<file path="src/rtl/aurora_link_supervisor.sv">
// Aurora 64B/66B link bring-up and recovery supervisor.
// Sequences pma_init/reset_pb, waits for channel_up with backoff, tracks errors.
module aurora_link_supervisor #(
    parameter int LANES           = 2,
    parameter int RST_HOLD        = 256,
    parameter int UP_TIMEOUT      = 100000,
    parameter int SOFT_ERR_LIMIT  = 8,
    parameter int SOFT_ERR_WINDOW = 65536,
    parameter int MAX_RETRY       = 7,
    parameter int CNT_W           = 16
) (
    input  logic             init_clk,
    input  logic             system_rst_n,
    input  logic             enable,
    input  logic             clear_stats,
    input  logic             channel_up,
    input  logic [LANES-1:0] lane_up,
    input  logic             hard_err,
    input  logic             soft_err,
    input  logic             gt_pll_lock,
    output logic             pma_init,
    output logic             reset_pb,
    output logic             link_ok,
    output logic [2:0]       link_state,
    output logic             give_up,
    output logic [2:0]       retry_cnt,
    output logic [CNT_W-1:0] drop_cnt,
    output logic [CNT_W-1:0] soft_err_cnt,
    output logic [CNT_W-1:0] hard_err_cnt
);

    typedef enum logic [2:0] {
        S_HOLD    = 3'd0,
        S_PMA_RST = 3'd1,
        S_PB_RST  = 3'd2,
        S_WAIT_UP = 3'd3,
        S_UP      = 3'd4,
        S_FAILED  = 3'd5
    } state_t;

    localparam int WIN_W = (SOFT_ERR_WINDOW > 1) ? $clog2(SOFT_ERR_WINDOW) : 1;
    localparam int SW_W  = $clog2(SOFT_ERR_LIMIT + 1);
    localparam int IN_W  = LANES + 4;
    localparam logic [WIN_W-1:0] WIN_LAST = WIN_W'(SOFT_ERR_WINDOW - 1);
    localparam logic [SW_W-1:0]  SW_LIM   = SW_W'(SOFT_ERR_LIMIT);

    state_t state;
    state_t next_state;

    logic [IN_W-1:0]  meta;
    logic [IN_W-1:0]  sync;
    logic             cu_q;
    logic             hard_q;
    logic             soft_q;
    logic             cu_s;
    logic             hard_s;
    logic             soft_s;
    logic             lock_s;
    logic [LANES-1:0] lane_s;
    logic             cu_fall;
    logic             hard_rise;
    logic             soft_rise;
    logic             link_ready;

    logic [31:0]      timer;
    logic [31:0]      up_limit;
    logic [1:0]       bo_sh;
    logic             hold_done;
    logic             up_expired;
    logic             retry_over;
    logic             retry_inc;
    logic             drop;
    logic             up_entry;

    logic [WIN_W-1:0] win_cnt;
    logic             win_wrap;
    logic [SW_W-1:0]  soft_win;
    logic [SW_W-1:0]  soft_base;
    logic [SW_W-1:0]  soft_win_nxt;
    logic             soft_burst;

    function automatic logic [CNT_W-1:0] sat_inc(input logic [CNT_W-1:0] v);
        return (&v) ? v : v + CNT_W'(1);
    endfunction

    // Two-flop synchronisers plus a third stage for edge detection
    always_ff @(posedge init_clk or negedge system_rst_n) begin
        if (!system_rst_n) begin
            meta   <= '0;
            sync   <= '0;
            cu_q   <= 1'b0;
            hard_q <= 1'b0;
            soft_q <= 1'b0;
        end else begin
            meta   <= {gt_pll_lock, soft_err, hard_err, lane_up, channel_up};
            sync   <= meta;
            cu_q   <= cu_s;
            hard_q <= hard_s;
            soft_q <= soft_s;
        end
    end

    assign cu_s       = sync[0];
    assign lane_s     = sync[LANES:1];
    assign hard_s     = sync[LANES+1];
    assign soft_s     = sync[LANES+2];
    assign lock_s     = sync[LANES+3];

    assign cu_fall    = cu_q & ~cu_s;
    assign hard_rise  = hard_s & ~hard_q;
    assign soft_rise  = soft_s & ~soft_q;
    assign link_ready = cu_s & (&lane_s);

    assign bo_sh      = (retry_cnt > 3'd3) ? 2'd3 : retry_cnt[1:0];
    assign up_limit   = 32'(UP_TIMEOUT) << bo_sh;
    assign hold_done  = timer >= 32'(RST_HOLD - 1);
    assign up_expired = timer >= (up_limit - 32'd1);
    assign retry_over = ({29'd0, retry_cnt} + 32'd1) > 32'(MAX_RETRY);

    // An edge on the wrap cycle lands in the fresh window
    assign win_wrap     = (win_cnt == WIN_LAST);
    assign soft_base    = win_wrap ? '0 : soft_win;
    assign soft_win_nxt = (soft_rise && (soft_base < SW_LIM))
                        ? soft_base + SW_W'(1) : soft_base;
    assign soft_burst   = soft_rise && (soft_win_nxt >= SW_LIM);

    always_ff @(posedge init_clk or negedge system_rst_n) begin
        if (!system_rst_n) begin
            state <= S_HOLD;
        end else begin
            state <= next_state;
        end
    end

    always_comb begin
        next_state = state;
        retry_inc  = 1'b0;
        drop       = 1'b0;
        if (!enable) begin
            next_state = S_HOLD;
        end else begin
            unique case (state)
                S_HOLD: begin
                    next_state = S_PMA_RST;
                end
                S_PMA_RST: begin
                    if (hold_done) next_state = S_PB_RST;
                end
                S_PB_RST: begin
                    if (hold_done && lock_s) next_state = S_WAIT_UP;
                end
                S_WAIT_UP: begin
                    if (hard_rise || (!link_ready && up_expired)) begin
                        retry_inc  = 1'b1;
                        next_state = retry_over ? S_FAILED : S_PMA_RST;
                    end else if (link_ready) begin
                        next_state = S_UP;
                    end
                end
                S_UP: begin
                    if (cu_fall || hard_rise || soft_burst) begin
                        drop       = 1'b1;
                        next_state = S_PMA_RST;
                    end
                end
                S_FAILED: begin
                    next_state = S_FAILED;
                end
                default: begin
                    next_state = S_HOLD;
                end
            endcase
        end
    end

    assign up_entry = (next_state == S_UP) && (state != S_UP);

    // Phase timer restarts on every state change and saturates
    always_ff @(posedge init_clk or negedge system_rst_n) begin
        if (!system_rst_n) begin
            timer <= '0;
        end else if (next_state != state) begin
            timer <= '0;
        end else if (timer != '1) begin
            timer <= timer + 32'd1;
        end
    end

    always_ff @(posedge init_clk or negedge system_rst_n) begin
        if (!system_rst_n) begin
            win_cnt  <= '0;
            soft_win <= '0;
        end else if (up_entry) begin
            win_cnt  <= '0;
            soft_win <= '0;
        end else begin
            win_cnt  <= win_wrap ? '0 : win_cnt + WIN_W'(1);
            soft_win <= soft_win_nxt;
        end
    end

    always_ff @(posedge init_clk or negedge system_rst_n) begin
        if (!system_rst_n) begin
            retry_cnt    <= '0;
            drop_cnt     <= '0;
            soft_err_cnt <= '0;
            hard_err_cnt <= '0;
        end else if (clear_stats) begin
            retry_cnt    <= '0;
            drop_cnt     <= '0;
            soft_err_cnt <= '0;
            hard_err_cnt <= '0;
        end else begin
            if (up_entry) begin
                retry_cnt <= '0;
            end else if (retry_inc && (retry_cnt != 3'd7)) begin
                retry_cnt <= retry_cnt + 3'd1;
            end
            if (drop) drop_cnt <= sat_inc(drop_cnt);
            if (soft_rise) soft_err_cnt <= sat_inc(soft_err_cnt);
            if (hard_rise && ((state == S_UP) || (state == S_WAIT_UP))) begin
                hard_err_cnt <= sat_inc(hard_err_cnt);
            end
        end
    end

    always_ff @(posedge init_clk or negedge system_rst_n) begin
        if (!system_rst_n) begin
            pma_init <= 1'b1;
            reset_pb <= 1'b1;
            link_ok  <= 1'b0;
            give_up  <= 1'b0;
        end else begin
            pma_init <= (next_state == S_HOLD) || (next_state == S_PMA_RST) ||
                        (next_state == S_FAILED);
            reset_pb <= (next_state != S_WAIT_UP) && (next_state != S_UP);
            link_ok  <= (next_state == S_UP);
            give_up  <= (next_state == S_FAILED);
        end
    end

    assign link_state = state;

endmodule

</file>
<file path="config.mk">
export PLATFORM = sky130hd
export DESIGN_NAME = aurora_link_supervisor
export DESIGN_NICKNAME = d
export VERILOG_FILES = /design/src/rtl/aurora_link_supervisor.sv
export SDC_FILE = /design/constraint.sdc
export NUM_CORES = 1
export LEC_CHECK = 0
export ABC_AREA = 1
export CORE_MARGIN = 2
export CORE_UTILIZATION = 55
export DETAILED_ROUTE_END_ITERATION = 10
export GPL_TIMING_DRIVEN = 0
export PLACE_DENSITY_LB_ADDON = 0.08
export SLEW_MARGIN = 5
export SYNTH_ARGS = -nofsm -noshare
export SYNTH_HDL_FRONTEND = slang
export SYNTH_SLANG_ARGS = --single-unit
</file>
<file path="constraint.sdc">
create_clock -name init_clk -period 3.7 [get_ports init_clk]
set_clock_uncertainty 0.15 [all_clocks]
set_input_delay 0.74 -clock init_clk [delete_from_list [all_inputs] [get_ports init_clk]]
set_output_delay 0.74 -clock init_clk [all_outputs]
set_load 0.05 [all_outputs]
</file>
**Word level (Yosys, flattened, before mapping)**

Cells that the tools add are included.

- Register bits: 125
- Output and inout bits: 58
- Logic and storage cells: 121

- Add/sub/neg operators: 9
- $lt $le $gt $ge: 6
- Equal/unequal tests: 18
- Shift operators: 1
- Multiplexer cells: 34
- Bitwise logic cells: 7
- Reduce and logical (&&, ||, !) cells: 29

Operator list:

| cell | number |
|---|---|
| two-way mux 16 bit | 11 |
| adder 16 x 1 -> 16 bit, second input constant | 4 |
| two-way mux 32 bit | 2 |
| AND reduction 16 bit | 3 |
| adder 32 x 1 -> 32 bit, second input constant | 1 |
| greater-or-equal comparator 32 bit | 1 |
| greater-or-equal comparator 32 x 8 -> 1 bit, second input constant | 1 |
| != test 32 bit, second input constant | 1 |
| << shifter 17 x 2 -> 32 bit, first input constant | 1 |
| subtractor 32 x 1 -> 32 bit, second input constant | 1 |
| two-way mux 3 bit | 10 |
| one-hot mux 3 bit (6 select lines) | 1 |
| == test 16 bit, second input constant | 1 |
| == test 3 bit, second input constant | 4 |
| two-way mux 4 bit | 3 |
| != test 3 bit, second input constant | 3 |
| logical AND 1 bit | 8 |
| AND reduction 2 bit | 4 |
| nonzero test 2 bit | 4 |
| == test 3 x 1 -> 1 bit, second input constant | 2 |
| == test 3 x 2 -> 1 bit, second input constant | 2 |
| zero test 3 bit | 2 |
| logical OR 1 bit | 6 |
| two-way mux 1 bit | 6 |
| other kinds (15) | 22 |

**Depth between registers and ports, before layout**

Gate-level depths: netlist of run 1.

- Depth after elaboration: 15
- Mapped depth: 23

**Worst setup path before layout of run 1**

Ideal clock, no wire load.

- Path kind: reg-to-reg
- Start point: register retry_cnt[2]
- End point: register timer[31]
- Arrival time: 2.998 ns
- Setup slack: 0.481 ns
- Cell stages (with the launch flop): 23
- Path through: dfrtp_1 nor2_1 inv_1 ha_1 inv_1 ha_1 nand2_1 nor2_1 and2_1 nand2_1 nand3_1 nand2_1 nand2_1 nand2_1 nand2_1 nand2_1 nand3_1 nand2_1 nand2_1 nand2_2 nand3_4 buf_6 nor2_1

- Word-level cells in the longest chain between the ends: 12
- Elaborated cells on any way between the ends: 16

Ends and longest elaborated chain:

| item | RTL line | RTL |
|---|---|---|
| from (decl) | 26 | `output logic [2:0] retry_cnt,` |
| from (signal assigned) | 217 | `retry_cnt <= retry_cnt + 3'd1;` |
| greater-than comparator 3 x 2 -> 1 bit | 114 | `assign bo_sh = (retry_cnt > 3'd3) ? 2'd3 : retry_cnt[1:0];` |
| two-way mux 2 bit | 114 |  |
| << shifter 17 x 2 -> 32 bit | 115 | `assign up_limit = 32'(UP_TIMEOUT) << bo_sh;` |
| subtractor 32 x 1 -> 32 bit | 117 | `assign up_expired = timer >= (up_limit - 32'd1);` |
| greater-or-equal comparator 32 bit | 117 |  |
| logical AND 1 bit | 153 | `if (hard_rise \|\| (!link_ready && up_expired)) begin` |
| logical OR 1 bit | 153 |  |
| two-way mux 3 bit (*) | 153 |  |
| one-hot mux 3 bit (6 select lines) (*) | 142 | `unique case (state)` |
| two-way mux 3 bit (*) | 139 | `if (!enable) begin` |
| != test 3 bit (*) | 182 | `end else if (next_state != state) begin` |
| two-way mux 32 bit or nonzero test 2 bit (tied branches) | n/a |  |
| to (signal assigned) | 185 | `timer <= timer + 32'd1;` |
| to (decl) | 65 | `logic [31:0] timer;` |

Every way passes the cells marked *; elsewhere a longest branch is shown, timed or not.
A chain may end at the register's enable or synchronous reset.

**Final worst setup path of run 1**

- Start point: register retry_cnt[2]
- End point: register win_cnt[1]

- Word-level cells in the longest chain between the ends: 13
- Elaborated cells on any way between the ends: 16

Ends and longest elaborated chain:

| item | RTL line | RTL |
|---|---|---|
| greater-than comparator 3 x 2 -> 1 bit | 114 |  |
| two-way mux 2 bit | 114 |  |
| << shifter 17 x 2 -> 32 bit | 115 |  |
| subtractor 32 x 1 -> 32 bit | 117 |  |
| greater-or-equal comparator 32 bit | 117 |  |
| logical AND 1 bit | 153 |  |
| logical OR 1 bit | 153 |  |
| two-way mux 3 bit (*) | 153 |  |
| one-hot mux 3 bit (6 select lines) (*) | 142 |  |
| two-way mux 3 bit (*) | 139 |  |
| == test 3 bit (*) | 176 | `assign up_entry = (next_state == S_UP) && (state != S_UP);` |
| logical AND 1 bit (*) | 176 |  |
| two-way mux 16 bit (*) | 193 | `end else if (up_entry) begin` |
| to (signal assigned) | 197 | `win_cnt <= win_wrap ? '0 : win_cnt + WIN_W'(1);` |
| to (decl) | 75 | `logic [WIN_W-1:0] win_cnt;` |

Marks and branches as above.

==> results.md, run 1 <==
- Outcome: finished, final reports clean
- Count of distinct cell types in the synthesized netlist: 43
- Initial DRT Pass Iterations: 4
- Sequential fraction of the synthesis area: 44.3%
- Peak supply drop: 414 uV
- Mean routed wirelength per cell: about 13 um
- Number of sinks on the clock net: around 130
- Internal portion of total power: between 0.002 and 0.003 W
- Leading register cell type out of synthesis: sky130_fd_sc_hd__dfrtp_1
- Htree depth: 4
- Core area: between 10,000 and 15,000 um^2
- Die footprint: between 10,000 and 15,000 um^2
- Post-route design area: 8610 um^2
- Clock slew at reported path FFs: around 60 ps
- Clk_lat worst skew: 420 ps
- Start of the worst register-to-register path: retry_cnt[2]
- Highest clock frequency the design can meet: between 0.2 and 0.3 GHz
- Number of max-cap violations: 0
- CP Launch Point: retry_cnt[2]
- Die outline height: 117 um
- Antenna violations before repair: 0
- DRC violations left: 0
- Critical path start-end classification: reg2reg
- TritonCTS clock tree: built
- Final antenna diode count: 0
- Final max-slew violation count: 0
- Ranking of synthesized cells by area: sky130_fd_sc_hd__dfrtp_1 44%, sky130_fd_sc_hd__nand2_1 9.2%, sky130_fd_sc_hd__inv_1 7.6%
- Number of buffers added by the clock tree synthesis step: 17
- Transition time at the pin with the least slew margin: 556 ps
- Cell Count, Final, Fillers Out: around 1,200
- Number of failing hold endpoints at the final stage: 0
- Buffer levels on the longest clock path: 2
- Wire length after detailed routing: approximately 15,000 um
- Warnings, synthesis: 0
- First-pass GRT wire length: 26,100 um
- Worst min-delay path category: in2async
- Tmin final: ~3400 ps
- Per-instance average area after synthesis: 7.83 um^2
- Worst hold slack: about 80 ps
- Post-synth top area share: between 40% and 50%
- Post-synth net total: between 900 and 1,000
- Mean number of vias per cell: between 5 and 6
- Portion of total power attributed to sequential cells: 41.3%
- Row count: between 40 and 50
- Placed Instance Area: ~8000 um^2
- Power share of the clock group: a little under half
- Quantity of hold-fixing buffers added after cts: 0
- Normalized max-slew margin: 62.6%
- Share of final-layout standard cells stronger than drive strength 1: 10.5%
- Via count of the first global-routing pass: about 5,600
- Largest area contributor in the synthesized netlist: sky130_fd_sc_hd__dfrtp_1
- Final cycle utilization of the critical path: 91.8%
- Maximum number of pins on one net before global-route repair: 86
- Data required time at the worst endpoint: between 3000 and 4000 ps
- Total of flip-flops plus latches after synthesis: around 130
- Chip width: 117 um
- EDFF count, synth: 0
- Total setup violations reported at the end of the flow: 0
- Arrival time at the worst endpoint: approximately 3600 ps
- Switching share of total power: about 26%
- Combinational cell fraction of total power: ~11%
- Count of routing violations after the opening detailed-route iteration: about 420
- Leakage power: ~4 nW
- Final Core Density: roughly two thirds
- Switching Power: roughly 0.00094 W
- Final HPWL DP: approximately 11,000 um
- Instance count of the mapped netlist: ~900
- Area grow syn2layout: 21.9%
- Setup crit end kind: flop
- Final RePlAce weighted congestion: 0.920
- Final worst slack: 305 ps
- Number of vias in the routed layout: roughly 6,000
- Port-buffer cells: between 60 and 70
- Critical path fanouts, max: 10
- Number of placed cells counting well taps: 1,142
- Total Nets Final: 1,027
- Final ANT Viol Nets: 0
- Effective utilization at floorplan: a little under three fifths
- Total power per unit cell area: roughly 430 nW/um^2
- Async set or reset register ratio after synthesis: 100%
- Combined area of all synthesized cells: roughly 7100 um^2
- Sum of overflow across all layers after global routing: 0
- Setup slack after placement: approximately 86 ps
- Overall fraction of global-route tracks in use: between 20% and 30%
- Clock root cell: sky130_fd_sc_hd__clkbuf_16
- Sort of element at the start of the critical path: flop
- I/O pin cnt: 68
## layer usage
layer | wire [um] | part of all wire, % | global-route usage (%)
met2 | 7070 | 46 | 37.2
met5 | 0 | 0 | 0
met1 | 7400 | 48 | 32.2
met4 | 197 | 1.3 | 7.00
met3 | 647 | 4.2 | 5.25
## sequential cells by signal, summed over array words and instances, names as in the netlist, 4 cells and up
signal and flops:
drop_cnt 16, timer 32, soft_err_cnt 16, win_cnt 16, hard_err_cnt 16, sync 6, soft_win 4, meta 6
## per-stage QoR
stage,total power (W),setup TNS [ps]
floorplan,0.00182,0
global placement,0.00192,-387570
detailed placement,0.00193,0
CTS,0.00370,0
global route,0.00383,-2.41
finish,0.00366,0
## power groups by stage
stage / registers [W] / clock network [W] / logic, W
4_1_cts: 0.00151 / 0.00177 / 0.000408
3_5_place_dp: 0.00153 / 0 / 0.000400
2_1_floorplan: 0.00155 / 0 / 0.000270
3_3_place_gp: 0.00154 / 0 / 0.000387
6_report: 0.00151 / 0.00175 / 0.000400
5_1_grt: 0.00153 / 0.00185 / 0.000464
## what timing repair did
action / in CTS / in global routing
gates resized for setup: 0 / 2
setup endpoints to repair: 0 / 57
buffers inserted: 0 / 0
## cells in the final DEF, fill, tap and decap left out, types with 3 or more instances in the layout
master / instances
sky130_fd_sc_hd__clkbuf_8: 3
sky130_fd_sc_hd__nor2_4: 5
sky130_fd_sc_hd__inv_2: 8
sky130_fd_sc_hd__o21ai_0: 39
sky130_fd_sc_hd__clkinvlp_4: 3
sky130_fd_sc_hd__and3_1: 4
sky130_fd_sc_hd__o31ai_1: 8
sky130_fd_sc_hd__o21ai_1: 3
sky130_fd_sc_hd__o21a_1: 3
sky130_fd_sc_hd__a21oi_1: 30
sky130_fd_sc_hd__nor3_1: 28
sky130_fd_sc_hd__buf_2: 3
sky130_fd_sc_hd__xnor2_1: 7
sky130_fd_sc_hd__nand3_1: 65
sky130_fd_sc_hd__nand3_2: 3
sky130_fd_sc_hd__a211oi_1: 5
sky130_fd_sc_hd__nor2_2: 29
sky130_fd_sc_hd__clkbuf_1: 5
sky130_fd_sc_hd__dfrtp_1: 123
sky130_fd_sc_hd__buf_6: 4
sky130_fd_sc_hd__nand2_1: 174
sky130_fd_sc_hd__xor2_1: 22
sky130_fd_sc_hd__clkbuf_16: 17
sky130_fd_sc_hd__inv_1: 143
sky130_fd_sc_hd__bufinv_16: 3
sky130_fd_sc_hd__a31oi_1: 3
sky130_fd_sc_hd__clkinv_4: 3
sky130_fd_sc_hd__nor2_1: 99
sky130_fd_sc_hd__clkdlybuf4s50_1: 66
sky130_fd_sc_hd__nand2_2: 12
sky130_fd_sc_hd__o22ai_1: 3
sky130_fd_sc_hd__ha_1: 28
sky130_fd_sc_hd__nor4_1: 6
sky130_fd_sc_hd__nand4_1: 22
## cells in the mapped netlist (2+ instances only)
master                     number
sky130_fd_sc_hd__dfrtp_1      123
sky130_fd_sc_hd__buf_6          3
sky130_fd_sc_hd__nand3_2        3
sky130_fd_sc_hd__o21ai_1        3
sky130_fd_sc_hd__nand4_1       22
sky130_fd_sc_hd__xor2_1        22
sky130_fd_sc_hd__a21oi_1       30
sky130_fd_sc_hd__a31oi_1        3
sky130_fd_sc_hd__or2_2          2
sky130_fd_sc_hd__o21a_1         3
sky130_fd_sc_hd__nand2_1      174
sky130_fd_sc_hd__nor4_1         6
sky130_fd_sc_hd__inv_1        143
sky130_fd_sc_hd__dfstp_2        2
sky130_fd_sc_hd__nor2_1       100
sky130_fd_sc_hd__xnor2_1        7
sky130_fd_sc_hd__nor3_1        28
sky130_fd_sc_hd__o31ai_1        8
sky130_fd_sc_hd__buf_2          3
sky130_fd_sc_hd__a211oi_1       5
sky130_fd_sc_hd__nor2_2        29
sky130_fd_sc_hd__o21bai_1       2
sky130_fd_sc_hd__nand3_1       65
sky130_fd_sc_hd__ha_1          28
sky130_fd_sc_hd__mux2_2         2
sky130_fd_sc_hd__o22ai_1        3
sky130_fd_sc_hd__clkbuf_1       5
sky130_fd_sc_hd__inv_2          8
sky130_fd_sc_hd__nand2_2       12
sky130_fd_sc_hd__o21ai_0       39
sky130_fd_sc_hd__nor2_4         4
sky130_fd_sc_hd__and3_1         4
## worst max-delay path, stage by stage (launching register included)
cell and delay [ps]:
sky130_fd_sc_hd__dfrtp_1 460, sky130_fd_sc_hd__nor2_1 270, sky130_fd_sc_hd__inv_1 130, sky130_fd_sc_hd__ha_1 340, sky130_fd_sc_hd__inv_1 110, sky130_fd_sc_hd__ha_1 250, sky130_fd_sc_hd__nand2_1 80, sky130_fd_sc_hd__nor2_1 40
sky130_fd_sc_hd__and2_1 140, sky130_fd_sc_hd__nand2_1 60, sky130_fd_sc_hd__nand3_1 70, sky130_fd_sc_hd__nand2_1 60, sky130_fd_sc_hd__nand2_1 50, sky130_fd_sc_hd__nand2_1 100, sky130_fd_sc_hd__nand2_1 80, sky130_fd_sc_hd__nand2_1 80
sky130_fd_sc_hd__nand3_1 70, sky130_fd_sc_hd__nand2_1 110, sky130_fd_sc_hd__nand4_1 220, sky130_fd_sc_hd__buf_2 280, sky130_fd_sc_hd__nand3_1 100, sky130_fd_sc_hd__inv_1 40
## worst paths after layout
| kind | end | slack (ps) | depth (start not counted) |
|---|---|---|---|
| worst max-delay path | win_cnt[1] | 300 | 21 |
| min in group init_clk | sync[5] | 200 | 0 |
| worst min-delay path | timer[1] | 80 | 1 |
| worst max register to register | win_cnt[1] | 300 | 21 |
| max in group asynchronous | soft_err_cnt[3] | 2590 | 2 |
| worst min register to register | sync[5] | 200 | 0 |
## cells by family after synthesis
group | Yosys count | synth area share [%]
XOR/XNOR | 29 | 3.60
flip-flops | 125 | 44.3
adder cells (fa/ha/maj) | 28 | 4.96
other | 1 | 0.0531
AO/OA/AOI/OAI | 100 | 8.02
buffers and inverters | 162 | 8.98
multiplexers | 3 | 0.461
AND/OR/NAND/NOR | 454 | 29.6
## cell type report
class,instances,area [um^2]
plain buffers,11,67.6
clock buffers,20,467
flip-flops and latches,125,3130
clock inverters,11,159
well taps,172,215
multi-input cells,615,3310
inverters,151,567
fillers,1047,3960
repair buffers,68,699
Note: power is estimated with default switching activity, not from simulation.
==> run 2: changes to the inputs <==
--- a/config.mk
+++ b/config.mk
@@ -7,10 +7,11 @@
 export LEC_CHECK = 0
 export ABC_AREA = 1
 export CORE_MARGIN = 2
-export CORE_UTILIZATION = 55
+export CORE_UTILIZATION = 40
 export DETAILED_ROUTE_END_ITERATION = 10
+export GPL_ROUTABILITY_DRIVEN = 0
 export GPL_TIMING_DRIVEN = 0
-export PLACE_DENSITY_LB_ADDON = 0.08
+export PLACE_DENSITY = 0.57
 export SLEW_MARGIN = 5
 export SYNTH_ARGS = -nofsm -noshare
 export SYNTH_HDL_FRONTEND = slang
==> results.md, run 2 (synthesis gave the netlist of run 1 again) <==
- Number of failing hold endpoints at the final stage: 0 (unchanged)
- Peak supply drop: 286 uV (was 414 uV)
- Worst min-delay path category: in2async (unchanged)
- Die footprint: 18,700 um^2 (was 13,800 um^2)
- Mean number of vias per cell: 4.79 (was 5.09)
- Number of buffers added by the clock tree synthesis step: 17 (unchanged)
- Final ANT Viol Nets: 0 (unchanged)
- Final worst slack: 432 ps (was 305 ps)
- Power share of the clock group: 48.2% (was 47.8%)
- Overall fraction of global-route tracks in use: 18.9% (was 23.4%)
- Effective utilization at floorplan: 40.8% (was 56.2%)
- Switching Power: 0.000992 W (was 0.000942 W)
- Normalized max-slew margin: 58.9% (was 62.6%)
- Combinational cell fraction of total power: 10.7% (was 10.9%)
- Area grow syn2layout: 23.3% (was 21.9%)
- Placed Instance Area: 8040 um^2 (was 7980 um^2)
- Final max-slew violation count: 0 (unchanged)
- Quantity of hold-fixing buffers added after cts: 0 (unchanged)
- Core area: 17,300 um^2 (was 12,600 um^2)
- Arrival time at the worst endpoint: 3460 ps (was 3560 ps)
- Wire length after detailed routing: 16,400 um (was 15,300 um)
- Chip width: 137 um (was 117 um)
- Most used cells in the layout excluding fill and tap cells: 174 x sky130_fd_sc_hd__nand2_1, 143 x sky130_fd_sc_hd__inv_1, 123 x sky130_fd_sc_hd__dfrtp_1 (unchanged)
- Critical path start-end classification: reg2reg (unchanged)
- Data required time at the worst endpoint: 3890 ps (was 3860 ps)
- Via count of the first global-routing pass: 5,639 (was 5,574)
- Count of routing violations after the opening detailed-route iteration: 303 (was 417)
- Mean routed wirelength per cell: 13.3 um (was 13.1 um)
- Sum of overflow across all layers after global routing: 0 (unchanged)
- Setup slack after placement: 87.7 ps (was 86.3 ps)
- Row count: 48 (was 41)
- Sort of element at the start of the critical path: flop (unchanged)
- Internal portion of total power: 0.00268 W (was 0.00272 W)
- Share of final-layout standard cells stronger than drive strength 1: 11.0% (was 10.5%)
- Total design power: 0.00368 W (was 0.00366 W)
- I/O pin cnt: 68 (unchanged)
- Htree depth: 4 (unchanged)
- Maximum number of pins on one net before global-route repair: 64 (was 86)
- Number of vias in the routed layout: 5,892 (was 5,974)
- DRC violations left: 0 (unchanged)
- Transition time at the pin with the least slew margin: 617 ps (was 556 ps)
- Critical path fanouts, max: 10 (unchanged)
- Highest clock frequency the design can meet: 0.306 GHz (was 0.295 GHz)
- Die outline height: 137 um (was 117 um)
- Final Core Density: 50.4% (was 68.5%)
- First-pass GRT wire length: 27,400 um (was 26,100 um)
- Leakage power: 4.03 nW (was 4.01 nW)
- Clock root cell: sky130_fd_sc_hd__clkbuf_16 (unchanged)
- Final cycle utilization of the critical path: 88.3% (was 91.8%)
- Post-route design area: 8710 um^2 (was 8610 um^2)
- Port-buffer cells: 67 (unchanged)
- Number of max-cap violations: 0 (unchanged)
- Total setup violations reported at the end of the flow: 0 (unchanged)
- Most common cell after layout, fill and taps aside: sky130_fd_sc_hd__nand2_1 (unchanged)
- Antenna violations before repair: 0 (unchanged)
- Portion of total power attributed to sequential cells: 41.1% (was 41.3%)
- Tmin final: 3270 ps (was 3400 ps)
- Clock slew at reported path FFs: 60 ps (about the same)
- Buffer levels on the longest clock path: 2 (unchanged)
- Final HPWL DP: 11,900 um (was 10,700 um)
- Outcome: finished, final reports clean (unchanged)
- Setup crit end kind: flop (unchanged)
- Largest register FFs: 32 (unchanged)
- Clk_lat worst skew: 420 ps (about the same)
- Total Nets Final: 1,031 (was 1,027)
- TritonCTS clock tree: built (unchanged)
- Switching share of total power: 27.0% (was 25.7%)
- Final antenna diode count: 0 (unchanged)
- Number of sinks on the clock net: 125 (unchanged)
- Total power per unit cell area: 422 nW/um^2 (was 425 nW/um^2)
- Initial DRT Pass Iterations: 5 (was 4)
- Most flop-heavy register: timer (unchanged)
[run 2: cell count changes in the layout (fill, tap and decap cells not counted), sizes merged]
cell / before / now
inv: 153 / 158
buf: 8 / 12
clkbuf: 25 / 22
clkinvlp: 3 / 2
[run 2: power by group through the flow]
| stage | Combinational (W) | Sequential [W] | Clock [W] |
|---|---|---|---|
| after floorplan | 0.000270 | 0.00155 | 0 |
| after global routing | 0.000460 | 0.00152 | 0.00188 |
| after detailed placement | 0.000402 | 0.00153 | 0 |
| after global placement | 0.000391 | 0.00153 | 0 |
| after CTS | 0.000404 | 0.00151 | 0.00182 |
| final | 0.000395 | 0.00151 | 0.00177 |
[run 2: layout make-up]
type | count | area [um^2]
clock buffers | 17 | 425
fillers | 1696 | 8580
well taps | 225 | 282
clock inverters | 15 | 198
plain buffers | 11 | 67.6
inverters | 151 | 567
flip-flops and latches | 125 | 3130
repair buffers | 72 | 729
multi-input cells | 615 | 3310
[run 2: critical path, stage by stage (launching register included)]
cell                      delay, ps
sky130_fd_sc_hd__dfrtp_1        500
sky130_fd_sc_hd__nor2_4         210
sky130_fd_sc_hd__inv_1          110
sky130_fd_sc_hd__ha_1           310
sky130_fd_sc_hd__inv_1           70
sky130_fd_sc_hd__ha_1           280
sky130_fd_sc_hd__nand2_1         80
sky130_fd_sc_hd__nor2_1          40
sky130_fd_sc_hd__and2_1         140
sky130_fd_sc_hd__nand2_1         60
sky130_fd_sc_hd__nand3_1         70
sky130_fd_sc_hd__nand2_1         60
sky130_fd_sc_hd__nand2_1         80
sky130_fd_sc_hd__nand2_1        110
sky130_fd_sc_hd__nand2_1         70
sky130_fd_sc_hd__nand2_1         60
sky130_fd_sc_hd__nand3_1         80
sky130_fd_sc_hd__nand2_1        110
sky130_fd_sc_hd__nand2_1        110
sky130_fd_sc_hd__nand2_2        100
sky130_fd_sc_hd__nand3_4        110
sky130_fd_sc_hd__buf_6          170
sky130_fd_sc_hd__nor2_1         100
[run 2: worst paths after layout]
kind | endpoint | startpoint | depth (start not counted) | slack, ps
max in group asynchronous | pma_init | system_rst_n | 2 | 2460
min in group init_clk | sync[3] | meta[3] | 0 | 200
worst min register to register | sync[3] | meta[3] | 0 | 200
worst max register to register | timer[30] | retry_cnt[2] | 22 | 430
worst max-delay path | timer[30] | retry_cnt[2] | 22 | 430
worst min-delay path | timer[16] | system_rst_n | 1 | 160
[run 2: layer usage]
layer / share of wire, % / global-route usage [%]
met1: 50 / 26.1
met2: 45 / 29.3
met3: 3.7 / 4.93
met4: 0.88 / 5.44
met5: 0 / 0
[run 2: metrics by stage]
step | hold WS, ps | setup TNS (ps) | instances
6_report | 161 | 0 | 1231
3_3_place_gp | 182 | -431290 | 1194
3_5_place_dp | 186 | 0 | 1195
2_1_floorplan | 181 | 0 | 902
5_1_grt | 200 | -12.3 | 1231
4_1_cts | 182 | 0 | 1227
[run 2: what timing repair did]
action,CTS,global route
setup endpoints to repair,0,59
buffers inserted,0,4
gates resized for setup,0,4
